File: src/rtl/sobel_pkg.sv
// Shared defaults, FSM encoding and marker layout for the Sobel front end.
// The marker struct packs as {eof, eol, sof}, with sof in the least significant bit.
package sobel_pkg;

  localparam int SOBEL_DATA_WIDTH = 8;
  localparam int SOBEL_IMG_WIDTH  = 8;
  localparam int SOBEL_IMG_HEIGHT = 8;

  typedef enum logic [1:0] {
    ST_IDLE  = 2'd0,
    ST_ISSUE = 2'd1,
    ST_DRAIN = 2'd2
  } state_t;

  typedef struct packed {
    logic eof;
    logic eol;
    logic sof;
  } marker_t;

  localparam int MARKER_W = $bits(marker_t);

  // Counter width that never collapses to zero bits for single-entry dimensions.
  function automatic int cnt_width(input int n);
    return (n > 1) ? $clog2(n) : 1;
  endfunction

endpackage

File: src/rtl/pixel_skid_fifo.sv
// Two-entry skid FIFO for stream stages.
// When the FIFO is full, a push is accepted only if a pop happens in the same cycle.
module pixel_skid_fifo #(
  parameter int WIDTH = 11
) (
  input  logic             clk,
  input  logic             rst_n,
  input  logic             i_push,
  input  logic [WIDTH-1:0] i_data,
  input  logic             i_pop,
  output logic [WIDTH-1:0] o_data,
  output logic [1:0]       o_count
);

  logic [WIDTH-1:0] r_slot [2];
  logic             r_rd_ptr;
  logic             r_wr_ptr;
  logic [1:0]       r_count;
  logic             w_pop_ok;
  logic             w_push_ok;

  assign w_pop_ok  = i_pop && (r_count != 2'd0);
  assign w_push_ok = i_push && ((r_count != 2'd2) || w_pop_ok);

  always_ff @(posedge clk or negedge rst_n) begin
    if (!rst_n) begin
      for (int i = 0; i < 2; i++) r_slot[i] <= '0;
      r_rd_ptr <= 1'b0;
      r_wr_ptr <= 1'b0;
      r_count  <= 2'd0;
    end else begin
      if (w_push_ok) begin
        r_slot[r_wr_ptr] <= i_data;
        r_wr_ptr         <= ~r_wr_ptr;
      end
      if (w_pop_ok) r_rd_ptr <= ~r_rd_ptr;
      case ({w_push_ok, w_pop_ok})
        2'b10:   r_count <= r_count + 2'd1;
        2'b01:   r_count <= r_count - 2'd1;
        default: r_count <= r_count;
      endcase
    end
  end

  assign o_data  = r_slot[r_rd_ptr];
  assign o_count = r_count;

endmodule

File: src/rtl/frame_pixel_source.sv
// Raster pixel source: reads a frame from single-port memory and streams it with
// sof/eol/eof markers, using a two-slot skid buffer to absorb read latency.
module frame_pixel_source
  import sobel_pkg::*;
#(
  parameter int DATA_WIDTH = SOBEL_DATA_WIDTH,
  parameter int IMG_WIDTH  = SOBEL_IMG_WIDTH,
  parameter int IMG_HEIGHT = SOBEL_IMG_HEIGHT,
  parameter int ADDR_WIDTH = $clog2(IMG_WIDTH*IMG_HEIGHT)
) (
  input  logic                  clk,
  input  logic                  rst_n,
  input  logic                  start,
  output logic                  busy,
  output logic                  done,
  output logic                  mem_rd_en,
  output logic [ADDR_WIDTH-1:0] mem_addr,
  input  logic [DATA_WIDTH-1:0] mem_rdata,
  output logic [DATA_WIDTH-1:0] pixel_out,
  output logic                  valid_out,
  input  logic                  ready_in,
  output logic                  sof,
  output logic                  eol,
  output logic                  eof
);

  localparam int NPIX    = IMG_WIDTH * IMG_HEIGHT;
  localparam int COL_W   = cnt_width(IMG_WIDTH);
  localparam int ROW_W   = cnt_width(IMG_HEIGHT);
  localparam int ENTRY_W = DATA_WIDTH + MARKER_W;

  localparam logic [COL_W-1:0]      COL_LAST = COL_W'(IMG_WIDTH - 1);
  localparam logic [ROW_W-1:0]      ROW_LAST = ROW_W'(IMG_HEIGHT - 1);
  localparam logic [ADDR_WIDTH-1:0] IDX_LAST = ADDR_WIDTH'(NPIX - 1);

  state_t                r_state;
  logic                  r_busy;
  logic                  r_done;
  logic [ADDR_WIDTH-1:0] r_rd_idx;
  logic [COL_W-1:0]      r_col;
  logic [ROW_W-1:0]      r_row;
  logic                  r_in_flight;
  marker_t               r_pend_mrk;

  logic [1:0]            w_occ;
  logic [2:0]            w_credit;
  logic                  w_pop;
  logic                  w_issue;
  logic                  w_last_issue;
  marker_t               w_issue_mrk;
  logic [ENTRY_W-1:0]    w_head;
  marker_t               w_head_mrk;

  assign w_pop = valid_out && ready_in;

  // A slot freed by this cycle's pop counts as available. This lets the source
  // sustain one pixel per cycle, and occupancy still never exceeds two.
  assign w_credit     = 3'(w_occ) + 3'(r_in_flight) - 3'(w_pop);
  assign w_issue      = (r_state == ST_ISSUE) && (w_credit < 3'd2);
  assign w_last_issue = (r_rd_idx == IDX_LAST);

  assign w_issue_mrk.sof = (r_rd_idx == '0);
  assign w_issue_mrk.eol = (r_col == COL_LAST);
  assign w_issue_mrk.eof = w_last_issue;

  always_ff @(posedge clk or negedge rst_n) begin
    if (!rst_n) begin
      r_state     <= ST_IDLE;
      r_busy      <= 1'b0;
      r_done      <= 1'b0;
      r_rd_idx    <= '0;
      r_col       <= '0;
      r_row       <= '0;
      r_in_flight <= 1'b0;
      r_pend_mrk  <= '0;
    end else begin
      r_done      <= 1'b0;
      r_in_flight <= w_issue;
      if (w_issue) r_pend_mrk <= w_issue_mrk;
      case (r_state)
        ST_IDLE: begin
          if (start && !r_done) begin
            r_state  <= ST_ISSUE;
            r_busy   <= 1'b1;
            r_rd_idx <= '0;
            r_col    <= '0;
            r_row    <= '0;
          end
        end
        ST_ISSUE: begin
          if (w_issue) begin
            if (w_last_issue) begin
              r_state <= ST_DRAIN;
            end else begin
              r_rd_idx <= r_rd_idx + ADDR_WIDTH'(1);
              if (r_col == COL_LAST) begin
                r_col <= '0;
                r_row <= (r_row == ROW_LAST) ? '0 : r_row + ROW_W'(1);
              end else begin
                r_col <= r_col + COL_W'(1);
              end
            end
          end
        end
        ST_DRAIN: begin
          if (w_pop && w_head_mrk.eof) begin
            r_state <= ST_IDLE;
            r_busy  <= 1'b0;
            r_done  <= 1'b1;
          end
        end
        default: r_state <= ST_IDLE;
      endcase
    end
  end

  pixel_skid_fifo #(
    .WIDTH(ENTRY_W)
  ) u_fifo (
    .clk    (clk),
    .rst_n  (rst_n),
    .i_push (r_in_flight),
    .i_data ({r_pend_mrk, mem_rdata}),
    .i_pop  (w_pop),
    .o_data (w_head),
    .o_count(w_occ)
  );

  assign w_head_mrk = marker_t'(w_head[ENTRY_W-1 -: MARKER_W]);

  assign busy      = r_busy;
  assign done      = r_done;
  assign mem_rd_en = w_issue;
  assign mem_addr  = r_rd_idx;
  assign valid_out = (w_occ != 2'd0);
  assign pixel_out = w_head[DATA_WIDTH-1:0];
  assign sof       = w_head_mrk.sof;
  assign eol       = w_head_mrk.eol;
  assign eof       = w_head_mrk.eof;

endmodule

File: config.mk
export PLATFORM = sky130hd
export DESIGN_NAME = frame_pixel_source
export DESIGN_NICKNAME = d
export VERILOG_FILES = /design/src/rtl/sobel_pkg.sv /design/src/rtl/pixel_skid_fifo.sv /design/src/rtl/frame_pixel_source.sv
export SDC_FILE = /design/constraint.sdc
export NUM_CORES = 1
export LEC_CHECK = 0
export ABC_AREA = 1
export CAP_MARGIN = 20
export CORE_ASPECT_RATIO = 1.4
export CORE_MARGIN = 2
export CORE_UTILIZATION = 50
export CTS_CLUSTER_SIZE = 24
export DETAILED_ROUTE_END_ITERATION = 10
export GPL_TIMING_DRIVEN = 1
export PLACE_DENSITY = 0.75
export SETUP_SLACK_MARGIN = 0.3
export SYNTH_ARGS = -nofsm -noshare
export SYNTH_HDL_FRONTEND = slang
export SYNTH_SLANG_ARGS = --single-unit
File: constraint.sdc
create_clock -name clk -period 10.2 [get_ports clk]
set_input_delay 3.06 -clock clk [delete_from_list [all_inputs] [get_ports clk]]
set_output_delay 3.06 -clock clk [all_outputs]
set_load 0.05 [all_outputs]
==> out/metrics.cfg, run 1 <==
[worst_setup_path]
path_cells=clkdlybuf4s50_1 > inv_1 > a21oi_1 > ha_1 > inv_1 > nand2_1 > fa_1 > nand3_1 > nor2_2 > clkdlybuf4s50_1
cpLargestDelayFamily=buffers and inverters
endpoint=mem_rd_en
crit_slowest_cell=clkdlybuf4s50_1
critical_path_arrival_ns=5.92
end_kind=output pin
reg2reg_setup_slack_ns=7.65
slowest_delay_ns=0.87
worst-path-stages=10
r2r-start=u_fifo.o_count[1]
crit_path_start_kind=primary input
critPathRequiredTime_ns=7.14
startpoint=ready_in
path_class=in -> out
reg2reg_depth=12
r2r-end=mem_addr[5]
path_buf_inv=4
cp_max_fo=8

[logic_synthesis]
yosys-top-cells-count=nand2_1, dfrtp_1, inv_1, o21ai_0
synthArstFlopShare_pct=100
synth_seq_cells=43
syn_avg_cell_area_um2=8.27
syn_nets=283
synth_top_area_cell=dfrtp_1
synth_ff_type=dfrtp_1
synth.most_common_cell=nand2_1
synth_area_mm2=0.00218
yosysSeqAreaShare_pct=49.3
netlist_instances=264
synth_top_area_share_pct=49.3
synthTopCellsByArea=dfrtp_1, nand2_1, inv_1, o21ai_2, o21ai_0
yosysUniqueCellTypes=25
synth_edf_count=0
yosysWarningCount=0

[placed_design]
place_ws_ns=1.24
gp_congestion=0.842
portBuffers=32
dpl.hpwl_um=2690

[sta]
tightest_slew_ns=0.966
period_needed_ns=8.98
slew_violations=0
final_hold_viol_count=0
max_slew_margin_pct=35.6
rsz0062_at_grt=false
tns_ns=0
setup_ws_ns=1.22
finalSetupViolCount=0
finalCritPeriodShare_pct=88.0
max_freq_mhz=111
skew_ns=0.00300

[run]
drv_cap=0

[pwr]
share_comb_of_total_power_pct=56.4
p_int_uw=456
leakagePower_uw=0.00134
clock_power_share_pct=11.5
p_seq_share_pct=32.1
p_per_area_mw_per_mm2=345
p_sw_uw=437
ir_drop_mv=0.268
p_total_uw=893
sw_frac_of_total_pct=49.0

[drt]
first_iter_violations=94
wl_per_cell_um=11.1
drt_pre_antenna_iters=4
antenna_left=0
drc=0
vias=1699
avgViaCountPerCell=4.97
routed_wl_um=3810

[clock_tree]
insertion_delay_ns=0.28
cts_htree_levels=2
cts.sink_count=43
root_buffer=clkbuf_8
cts_setup_buffers=0
cts_tree=built
cts_buffer_depth=2
clk_pin_slew_ns=0.08
numCtsBuffers=5
cts_resized=0
hold_buffers=0

[final_layout]
syn_to_final_growth_pct=18.5
fill_cells=390
drive_gt1_share_pct=9.43
antenna_cells=0
fin_nets=315

[global_route]
grt_pass1_vias=1561
track_usage_pct=17.7
overflow=0
antenna_found_initial=0
grt_pass1_wl_um=6670
grt_max_degree=44

[floorplan]
core_area_mm2=0.00420
start_util_pct=51.9
die_area_mm2=0.00492
fp.dieW_um=59.9
die_h_um=82.2
rows=28
ios=33

[min_path]
min_from=u_fifo.r_slot[11]
min_path_type=reg -> reg

[run_status]
status=finished, final reports clean

-- cells by family after synthesis --
| kind of cell | count (synthesis) | synth area share (%) |
|---|---|---|
| flops | 43 | 49.3 |
| compound gates | 44 | 13.1 |
| xor+xnor | 3 | 1.20 |
| fa+ha+maj | 7 | 4.36 |
| simple gates | 125 | 23.6 |
| buf+inv | 42 | 8.42 |
-- cell type report --
class	instances	area, µm²	area share [%]
multi-input cells	179	923	35.7
flip-flops and latches	43	1080	41.6
repair buffers	32	315	12.2
clock buffers	6	72.6	2.80
well taps	45	56.3	2.18
clock inverters	2	12.5	0.484
inverters	35	131	5.08
-- worst min-delay path by stage --
stage                     slack, ns  cells past startpoint                end
after global routing           0.51                      2  u_fifo.r_slot[20]
after CTS                      0.49                      2  u_fifo.r_slot[11]
after global placement         0.47                      2  u_fifo.r_slot[12]
after detailed placement       0.47                      2  u_fifo.r_slot[11]
final                          0.48                      2  u_fifo.r_slot[11]
after floorplan                0.45                      2   u_fifo.r_slot[2]
-- state kept, by name, summed over array words and instances, names as in the netlist --
name             cells
busy                 1
done                 1
mem_addr             6
r_col                3
r_in_flight          1
r_pend_mrk           3
r_state              2
u_fifo.o_count       2
u_fifo.r_rd_ptr      1
u_fifo.r_slot       22
u_fifo.r_wr_ptr      1
-- stage by stage --
stage          cell area [µm²]  hold slack (ns)  cells  utilization, %
2_1_floorplan             2180            0.453    264               -
3_3_place_gp              2500            0.466    334            59.5
3_5_place_dp              2500            0.468    334            59.5
4_1_cts                   2590            0.488    342            61.5
5_1_grt                   2590            0.508    342            61.5
6_report                  2590            0.483    342            61.5
-- cell usage in the layout (no fill, tap or decap), types with 4 or more instances in the layout --
cell / Yosys / final
clkdlybuf4s50_1: 0 / 31
nand3_1: 7 / 7
clkbuf_8: 0 / 5
nand2_2: 4 / 4
dfrtp_1: 43 / 43
nor2_1: 11 / 11
inv_1: 34 / 34
ha_1: 6 / 6
o21ai_2: 11 / 11
a21oi_1: 5 / 5
o21bai_1: 9 / 9
o21ai_0: 18 / 18
nand2_1: 95 / 95
-- worst register-to-register path, delay by kind of cell, from the launching register on --
family | cells | cell delay, ns
adder cells (fa/ha/maj) | 2 | 0.77
AND/OR/NAND/NOR | 7 | 0.84
flip-flops | 1 | 0.43
buffers and inverters | 2 | 0.18
AO/OA/AOI/OAI | 1 | 0.26
-- routing by layer --
layer,GRT usage [%],vias up,wire [µm]
met1,22.1,770,1720
met2,29.9,36,1900
met5,0,-,0
li1,-,887,-
met3,3.12,6,140
met4,7.33,0,53
-- power by group through the flow --
stage          logic (µW)  clock network [µW]  registers [µW]
2_1_floorplan         366                   0             304
3_3_place_gp          503                   0             288
3_5_place_dp          508                   0             290
4_1_cts               510                 106             287
5_1_grt               560                 114             297
6_report              504                 103             287
Note: power is estimated with default switching activity, not from simulation.
==> run 2: changes to the inputs <==
--- a/config.mk
+++ b/config.mk
@@ -9,7 +9,7 @@
 export CAP_MARGIN = 20
 export CORE_ASPECT_RATIO = 1.4
 export CORE_MARGIN = 2
-export CORE_UTILIZATION = 50
+export CORE_UTILIZATION = 48
 export CTS_CLUSTER_SIZE = 24
 export DETAILED_ROUTE_END_ITERATION = 10
 export GPL_TIMING_DRIVEN = 1
==> constraint.sdc (replaced) <==
create_clock -name clk -period 8.1 [get_ports clk]
set_input_delay 2.43 -clock clk [delete_from_list [all_inputs] [get_ports clk]]
set_output_delay 2.43 -clock clk [all_outputs]
set_load 0.05 [all_outputs]
==> out/metrics.cfg, run 2 (synthesis results as in run 1) <==
[final_layout]
fin_nets=315
fill_cells=418
layout_commonest_cell=nand2_1
regMostFlops=u_fifo.r_slot
layout_common_cells=nand2_1, dfrtp_1, inv_1
post-route-cell-area_mm2=0.00261
largest_reg_flops=22
syn_to_final_growth_pct=19.7
fin_util_pct=58.6
drive_gt1_share_pct=10.1
antenna_cells=0

[clock_tree]
cts_tree=built
cts_htree_levels=2
insertion_delay_ns=0.30
cts_setup_buffers=0
cts.sink_count=43
clk_pin_slew_ns=0.09
numCtsBuffers=5
root_buffer=clkbuf_8
hold_buffers=0
cts_resized=0
cts_buffer_depth=2

[drt]
avgViaCountPerCell=4.77
routed_wl_um=4000
drt_pre_antenna_iters=4
first_iter_violations=83
wl_per_cell_um=11.1
vias=1712
antenna_left=0
drc=0

[sta]
period_needed_ns=7.12
tns_ns=0
final_hold_viol_count=0
finalSetupViolCount=0
max_slew_margin_pct=36.3
rsz0062_at_grt=false
finalCritPeriodShare_pct=87.9
hold_slack_ns=0.486
tightest_slew_ns=0.956
skew_ns=0.00631
max_freq_mhz=140
slew_violations=0

[placed_design]
placed_area_mm2=0.00252
dpl.hpwl_um=2760
portBuffers=32
gp_congestion=0.801

[worst_setup_path]
path_cells=clkdlybuf4s50_1 > inv_1 > a21oi_1 > ha_1 > inv_1 > nand2_1 > fa_1 > nand3_1 > nor2_2 > buf_4
cpLargestDelayFamily=buffers and inverters
end_kind=output pin
path_class=in -> out
critPathRequiredTime_ns=5.67
crit_path_start_kind=primary input
slowest_delay_ns=0.49
cp_max_fo=8
critical_path_arrival_ns=4.69
path_buf_inv=4
crit_slowest_cell=fa_1
cp_common_cell=inv_1

[global_route]
grt_max_degree=44
overflow=0
antenna_found_initial=0
grt_pass1_vias=1606
grt_pass1_wl_um=7030
track_usage_pct=18.1

[run]
drv_cap=0

[floorplan]
die_h_um=83.8
rows=29
fp.dieW_um=61
core_area_mm2=0.00446
die_area_mm2=0.00511
start_util_pct=48.9
ios=33

[pwr]
leakagePower_uw=0.00134
p_per_area_mw_per_mm2=436
ir_drop_mv=0.246

[min_path]
min_path_type=reg -> reg

[run_status]
status=finished, final reports clean

==> run 2: cell type report <==
cell class              count  area [µm²]  area share (%)
clock buffers               5        68.8            2.63
well taps                  62        77.6            2.97
repair buffers             32         313            12.0
clock inverters             3        23.8           0.910
multi-input cells         179         923            35.3
inverters                  35         131            5.03
flip-flops and latches     43        1080            41.2
==> run 2: final timing paths <==
kind / start / endpoint / slack, ns / cells past startpoint
hold / removal: u_fifo.r_slot[16] / u_fifo.r_slot[16] / 0.49 / 2
hold reg to reg: u_fifo.r_slot[16] / u_fifo.r_slot[16] / 0.49 / 2
min in group asynchronous: rst_n / u_fifo.r_slot[2] / 2.26 / 1
max in group asynchronous: rst_n / u_fifo.r_slot[4] / 5.26 / 1
setup reg to reg: u_fifo.o_count[1] / r_col[1] / 5.52 / 12
setup / recovery: ready_in / mem_rd_en / 0.98 / 10
==> run 2: tightest hold or removal path: stages (launching register included) <==
cell and delay, ns:
dfrtp_1 0.35, nand2_1 0.06, o21ai_2 0.05
==> run 2: where the power goes <==
group          internal (µW)  switching, µW  leakage (µW)  total (µW)
Combinational            214            422      0.000751         635
Clock                   61.7           80.7     0.0000408         142
Sequential               298           63.1      0.000549         361
==> run 2: stage by stage <==
stage,std cells,worst slack [ns],power [µW]
6_report,359,0.980,1140
5_1_grt,359,0.740,1240
4_1_cts,359,0.957,1150
3_5_place_dp,351,0.974,1010
3_3_place_gp,351,1.02,995
2_1_floorplan,264,1.51,844
==> run 2: metal layers <==
layer  GRT usage, %  share of wire, %
met5              0                 0
met3           4.50               3.4
met4           8.10               2.6
met2           28.3                49
met1           23.1                45
==> run 3: changes to the inputs <==
--- a/config.mk
+++ b/config.mk
@@ -9,11 +9,11 @@
 export CAP_MARGIN = 20
 export CORE_ASPECT_RATIO = 1.4
 export CORE_MARGIN = 2
-export CORE_UTILIZATION = 48
+export CORE_UTILIZATION = 45
 export CTS_CLUSTER_SIZE = 24
 export DETAILED_ROUTE_END_ITERATION = 10
 export GPL_TIMING_DRIVEN = 1
-export PLACE_DENSITY = 0.75
+export PLACE_DENSITY = 0.71
 export SETUP_SLACK_MARGIN = 0.3
 export SYNTH_ARGS = -nofsm -noshare
 export SYNTH_HDL_FRONTEND = slang
==> out/metrics.cfg, run 3 (synthesis results as in run 1) <==
[drt]
first_iter_violations=90
vias=1708
wl_per_cell_um=11.6
avgViaCountPerCell=4.73
antenna_left=0
drt_pre_antenna_iters=4
routed_wl_um=4190
drc=0

[sta]
final_hold_viol_count=0
tns_ns=0
period_needed_ns=7.12
max_freq_mhz=141
slew_violations=0
rsz0062_at_grt=false
tightest_slew_ns=0.966
max_slew_margin_pct=35.6
skew_ns=0.00619
finalCritPeriodShare_pct=87.9
finalSetupViolCount=0

[clock_tree]
cts_setup_buffers=0
cts.sink_count=43
hold_buffers=0
cts_buffer_depth=2
numCtsBuffers=5
cts_tree=built
insertion_delay_ns=0.29
root_buffer=clkbuf_8
cts_htree_levels=2
cts_resized=0
clk_pin_slew_ns=0.08

[worst_setup_path]
path_class=in -> out
r2r-end=mem_addr[2]
reg2reg_depth=12
path_cells=clkdlybuf4s50_1 > inv_1 > a21oi_1 > ha_1 > inv_1 > nand2_1 > fa_1 > nand3_1 > nor2_2 > buf_4
reg2reg_setup_slack_ns=5.52
cp_common_cell=inv_1
crit_path_start_kind=primary input
end_kind=output pin
slowest_delay_ns=0.49
critical_path_arrival_ns=4.69
critPathRequiredTime_ns=5.67
crit_slowest_cell=fa_1
cp_max_fo=8
r2r-start=u_fifo.o_count[1]

[placed_design]
portBuffers=32
dp.cells=353
dpl.hpwl_um=2990
gp_congestion=0.744

[final_layout]
fin_nets=315
antenna_cells=0
layout_common_cells=nand2_1, dfrtp_1, inv_1
final_cells=361
largest_reg_flops=22
fill_cells=473
layout_commonest_cell=nand2_1
regMostFlops=u_fifo.r_slot
syn_to_final_growth_pct=19.4
drive_gt1_share_pct=10.1

[pwr]
ir_drop_mv=0.235
p_per_area_mw_per_mm2=434
leakagePower_uw=0.00135

[run_status]
status=finished, final reports clean

[floorplan]
rows=30
start_util_pct=45.8
fp.dieW_um=62.9
die_area_mm2=0.00543
core_area_mm2=0.00477
die_h_um=86.4
ios=33

[min_path]
min_path_type=reg -> reg
whs_path_depth=2
min_from=u_fifo.r_slot[13]
worst_hold_path.endpoint=u_fifo.r_slot[13]

[global_route]
antenna_found_initial=0
grt_pass1_vias=1670
grt_max_degree=44
grt_pass1_wl_um=7500
overflow=0
track_usage_pct=17.2

[run]
drv_cap=0

-- run 3: cell types whose count changed in the layout (fill, tap and decap cells not counted) --
| cell | previous run | this run |
|---|---|---|
| inv_6 | 1 | 0 |
| clkinv_2 | 0 | 3 |
| clkinvlp_4 | 2 | 0 |
-- run 3: worst max-delay path by stage --
stage / startpoint / cells after the start / end
2_1_floorplan: ready_in / 8 / mem_rd_en
3_3_place_gp: ready_in / 10 / mem_rd_en
3_5_place_dp: ready_in / 10 / mem_rd_en
4_1_cts: ready_in / 10 / mem_rd_en
5_1_grt: ready_in / 10 / mem_rd_en
6_report: ready_in / 10 / mem_rd_en
-- run 3: critical path: cells and delay by family --
family / cells / cell delay [ns]
adder cells (fa/ha/maj): 2 / 0.78
buffers and inverters: 4 / 0.83
AO/OA/AOI/OAI: 1 / 0.25
AND/OR/NAND/NOR: 3 / 0.40
-- run 3: metrics by stage --
stage	power, µW	cell area, µm²	utilization (%)	hold WS [ns]	setup WS [ns]
final	1130	2610	54.7	0.486	0.984
after global routing	1240	2610	54.7	0.504	0.786
after CTS	1150	2610	54.7	0.487	0.960
after detailed placement	1010	2520	52.9	0.468	0.968
after global placement	996	2520	52.9	0.465	1.01
after floorplan	844	2180	-	0.453	1.51
-- run 3: layer usage --
metal / global-route usage (%) / wire [µm]
met1: 20.1 / 1780
met2: 31.9 / 2230
met3: 3.12 / 151
met4: 4.85 / 34
met5: 0 / 0
-- run 3: power breakdown --
part,internal (µW),switching (µW)
Sequential,298,62.9
Clock,59.1,72.2
Combinational,214,426
-- run 3: cell type report --
class                   count  area (µm²)  area share [%]
clock buffers               5        68.8            2.64
flip-flops and latches     43        1080            41.3
well taps                  64        80.1            3.07
repair buffers             32         313            12.0
inverters                  35         131            5.04
multi-input cells         179         923            35.4
clock inverters             3        15.0           0.576
==> RTL change 1, RTL diff (config.mk and constraints of run 2) <==
Set the package constant `SOBEL_IMG_WIDTH` to 4 (it was 8).
--- a/src/rtl/sobel_pkg.sv
+++ b/src/rtl/sobel_pkg.sv
@@ -3,7 +3,7 @@
 package sobel_pkg;
 
   localparam int SOBEL_DATA_WIDTH = 8;
-  localparam int SOBEL_IMG_WIDTH  = 8;
+  localparam int SOBEL_IMG_WIDTH  = 4;
   localparam int SOBEL_IMG_HEIGHT = 8;
 
   typedef enum logic [1:0] {
Ports: changed (resized mem_addr); port bits go from 33 to 32. No check against the original RTL was run, so the function may have changed too.
==> RTL change 1 against run 2 <==
- global-route usage increased by 0.11 points
- design area fell by 8.0%
- worst setup slack worse by 0.39 ns
- highest routed layer unchanged
- power shrank 4.3%
- first-iteration DRC count decreased by 12%
- worst hold slack got worse by 0.0017 ns
- sequential cell count is 2 lower
- the flow now finishes with violations (DRC)
- routed wire length shrank 6.7%
- area after synthesis decreased by 7.7%
- die area shrank 7.3%
- largest cell class unchanged
==> RTL change 1: results (changes against run 2) <==
* Crit path largest cell delay at 0.84 ns (was 0.49 ns)
* Critical Path AT at 5.08 ns (was 4.69 ns)
* Drt first pass iters at 7 (was 4)
* Routed wl met2 at 1.78 mm (was 1.95 mm)
* Number of global-route vias before repair at 1533 (was 1606)
* Post-Synth Adder-Cell Area at 4.72% (was 4.36%)
* Drt via density at 5.00 (was 4.77)
* Slowest CP cell: clkdlybuf4s50_1 (was fa_1)
* Share of cells above drive strength 1 at 8.89% (was 10.1%)
* WL final at 3.73 mm (was 4.00 mm)
* Static leakage power at 1.22 nW (was 1.34 nW)
* Failing checks: DRC
* Cell variety after synth at 24 (was 25)
* Routed length on met3 at 163 microns (was 134 microns)
* Seq area share at 42.7% (was 41.2%)
* Post-DP HPWL at 2.52 mm (was 2.76 mm)
* Synth Area in Compound Gates at 10.6% (was 13.1%)
* Gate Count Post-Synth at 239 (was 264)
* First-pass GRT wire length at 6.58 mm (was 7.03 mm)
* RD Place Congestion at 0.724 (was 0.801)
* Port bufs at 31 (was 32)
* Peak VDD IR at 0.000246 V (about the same)
* Layout net count at 290 (was 315)
* CTS clk-pin slew, worst paths at 0.07 ns (was 0.09 ns)
* FF+latch count at 41 (was 43)
* Comb_multi_in at 162 (was 179)
* Non-clock buffering overhead at 13.0% (was 12.0%)
* Crit-path max FO at 3 (was 8)
* Signal buffers at 32 (unchanged)
* Area of the multi-input gates at 828 sq um (was 923 sq um)
* Top post-synthesis cells by count: nand2_1 (87), dfrtp_1 (41), inv_1 (28) (was nand2_1 (95), dfrtp_1 (43), inv_1 (34))
* Clock skew at 0.00288 ns (was 0.00631 ns)
* Largest register by flop count: u_fifo.r_slot (unchanged)
* Synth top area share at 50.9% (was 49.3%)
* Largest net degree at the start of global routing at 42 (was 44)
* Post-synth net total at 258 (was 283)
* Clock network area share at 3.07% (was 3.54%)
* Iteration-0 DRC Markers at 73 (was 83)
* # fillers at 379 (was 418)
* Register area share after synthesis at 50.9% (was 49.3%)
* Relative slew slack at 34.5% (was 36.3%)
* DRC at 2 (was 0)
* Run status: finished with violations (was finished clean)
* Gr usage total at 18.2% (was 18.1%)
* Synth Area in XOR/XNOR at 1.30% (was 1.20%)
* Inverters, non-clock at 29 (was 35)
-- RTL change 1: cell count changes in the layout (fill, tap and decap cells not counted), sizes merged, moves of 2 or more --
cell and delta:
clkinvlp -2, dfrtp -2, inv -7, nand2 -9
nand4 +7, nor2 -3, o21ai -2, o21bai -9
-- RTL change 1: metrics by stage --
| stage | instance area [sq um] | hold WS (ns) | worst slack, ns | total power (W) |
|---|---|---|---|---|
| 3_3_place_gp | 2330 | 0.465 | 0.630 | 0.000967 |
| 2_1_floorplan | 2020 | 0.446 | 1.34 | 0.000810 |
| 3_5_place_dp | 2330 | 0.468 | 0.597 | 0.000977 |
| 5_1_grt | 2400 | 0.500 | 0.462 | 0.00118 |
| 4_1_cts | 2400 | 0.486 | 0.580 | 0.00110 |
| 6_report | 2400 | 0.485 | 0.586 | 0.00109 |
-- RTL change 1: path summary, 6_finish.rpt --
check | slack [ns] | end | cells past startpoint | startpoint
worst max-delay path | 0.59 | mem_rd_en | 10 | ready_in
worst min-delay path | 0.48 | u_fifo.r_slot[16] | 2 | u_fifo.r_slot[16]
worst max register to register | 5.54 | r_col[1] | 11 | u_fifo.o_count[1]
worst min register to register | 0.48 | u_fifo.r_slot[16] | 2 | u_fifo.r_slot[16]
max in group asynchronous | 5.28 | r_pend_mrk[1] | 1 | rst_n
min in group asynchronous | 2.26 | u_fifo.r_slot[12] | 1 | rst_n
-- RTL change 1: power by group --
| group | internal (W) | switching (W) |
|---|---|---|
| clock | 0.0000566 | 0.0000633 |
| combinational | 0.000212 | 0.000407 |
| sequential | 0.000287 | 0.0000639 |
| total | 0.000556 | 0.000534 |
-- RTL change 1: layer usage --
metal	track usage (%)	vias up
met2	29.7	34
met1	22.5	708
met3	4.35	10
li1	-	812
met5	0	-
met4	7.95	0
==> RTL change 2, RTL diff (flow settings as in run 2) <==
Made on the original files. The 3 states of `state_t` get a one-hot encoding in 3 bits.
--- a/src/rtl/sobel_pkg.sv
+++ b/src/rtl/sobel_pkg.sv
@@ -6,10 +6,10 @@
   localparam int SOBEL_IMG_WIDTH  = 8;
   localparam int SOBEL_IMG_HEIGHT = 8;
 
-  typedef enum logic [1:0] {
-    ST_IDLE  = 2'd0,
-    ST_ISSUE = 2'd1,
-    ST_DRAIN = 2'd2
+  typedef enum logic [2:0] {
+    ST_IDLE  = 3'b001,
+    ST_ISSUE = 3'b010,
+    ST_DRAIN = 3'b100
   } state_t;
 
   typedef struct packed {
Behaviour: no difference found for any inputs over 10 cycles, from zero or initial values and one cycle with rst_n low; not proved beyond that.
==> RTL change 2 against run 2 <==
- area after synthesis up 2.6%
- sequential cell count is 1 higher
- design area rose by 3.3%
- sequential share of layout area decreased by 0.34 points
- highest routed layer unchanged
- power rose by 4.7%
- worst setup slack got worse by 0.34 ns
- critical path type unchanged
- cell count grew 4.2%
- die area increased by 2.4%
- clock power rose by 23%
- routed wire length up 4.6%
==> RTL change 2: results (changes against run 2) <==
* # fillers at 431 (was 418)
* Slowest CP cell: clkdlybuf4s50_1 (was fa_1)
* Seq area share at 40.8% (was 41.2%)
* Inverters, non-clock at 34 (was 35)
* Multi-input combinational area share at 35.1% (was 35.3%)
* Gr usage total at 17.5% (was 18.1%)
* Comb_multi_in at 193 (was 179)
* Clock network area share at 4.49% (was 3.54%)
* Synth Area in XOR/XNOR at 1.56% (was 1.20%)
* Number of global-route vias before repair at 1679 (was 1606)
* Static leakage power at 1.41 nW (was 1.34 nW)
* Share of cells above drive strength 1 at 10.3% (was 10.1%)
* Crit path largest cell delay at 0.83 ns (was 0.49 ns)
* Peak VDD IR at 0.000371 V (was 0.000246 V)
* Clock skew at 0.00746 ns (was 0.00631 ns)
* WL/cell at 11.2 microns (was 11.1 microns)
* Post-DP HPWL at 2.88 mm (was 2.76 mm)
* Post-synth net total at 297 (was 283)
* Cell variety after synth at 28 (was 25)
* Register area share after synthesis at 49.2% (was 49.3%)
* Drt via density at 4.81 (was 4.77)
* Post-Synth Adder-Cell Area at 4.25% (was 4.36%)
* Non-clock buffering overhead at 12.0% (about the same)
* Hold path cells at 2 (unchanged)
* Signal buffers at 33 (was 32)
* Run status: finished clean (unchanged)
* Gate power share at 54.1% (was 55.8%)
* Layout net count at 330 (was 315)
* RD Place Congestion at 0.810 (was 0.801)
* Synth top area cells: dfrtp_1 (48%), nand2_1 (19%), inv_1 (5.4%) (was dfrtp_1 (49%), nand2_1 (16%), inv_1 (5.8%))
* Largest net degree at the start of global routing at 45 (was 44)
* Clkbuf count at 6 (was 5)
* Critical Path AT at 5.03 ns (was 4.69 ns)
* Clk sinks at 44 (was 43)
* Iteration-0 DRC Markers at 85 (was 83)
* End of the worst register-to-register path: mem_addr[3] (was r_col[1])
* Hold Path Sink: r_col[2] (was u_fifo.r_slot[16])
* Top post-synthesis cells by count: nand2_1 (113), dfrtp_1 (43), inv_1 (32) (was nand2_1 (95), dfrtp_1 (43), inv_1 (34))
* Hold Path Origin: r_col[2] (was u_fifo.r_slot[16])
* Sw Pwr at 0.000569 W (was 0.000565 W)
* Relative slew slack at 31.9% (was 36.3%)
* Synth Area in Compound Gates at 8.66% (was 13.1%)
* Crit-path max FO at 3 (was 8)
* P_seq at 0.000373 W (was 0.000361 W)
-- RTL change 2: cell types whose count changed after synthesis, moves of 2 or more --
cell             run 2  this run
nor2_1              11        21
a21oi_1              5         2
inv_1               34        32
nand3_2              1         3
nand2_1             95       113
nand2_2              4         2
o21bai_1             9         1
o21ai_0             18        16
-- RTL change 2: kinds of logic after synthesis --
| family | Yosys count |
|---|---|
| DFF | 44 |
| adders and majority gates | 7 |
| xor gates and xnor gates | 4 |
| and+or+nand+nor | 152 |
| buffers and inverters | 41 |
| AOI/OAI and AO/OA | 30 |
-- RTL change 2: worst max-delay path by stage --
stage	start	endpoint	slack, ns	depth (start not counted)
global placement	ready_in	mem_rd_en	0.67	10
finish	ready_in	mem_rd_en	0.64	10
global route	ready_in	mem_rd_en	0.56	10
CTS	ready_in	mem_rd_en	0.65	10
detailed placement	ready_in	mem_rd_en	0.67	10
floorplan	ready_in	mem_rd_en	1.35	8
-- RTL change 2: layer usage --
metal | vias up | wire, microns | GRT usage, %
met1 | 837 | 1860 | 21.4
met5 | - | 0 | 0
met4 | 0 | 87 | 6.96
li1 | 914 | - | -
met3 | 7 | 179 | 3.81
met2 | 41 | 2050 | 29.3
-- RTL change 2: per-stage QoR --
step	hold WS, ns	area, sq um	cells	setup WS, ns	total power (W)
after detailed placement	0.470	2580	366	0.670	0.00102
after global routing	0.514	2700	374	0.559	0.00128
final	0.487	2700	374	0.644	0.00119
after global placement	0.458	2580	366	0.673	0.00101
after floorplan	0.446	2240	278	1.35	0.000850
after CTS	0.491	2700	374	0.650	0.00120
-- RTL change 2: tightest hold or removal path, delay by kind of cell (launching register included) --
family | cells | cell delay (ns)
simple gates | 2 | 0.10
flops | 1 | 0.35
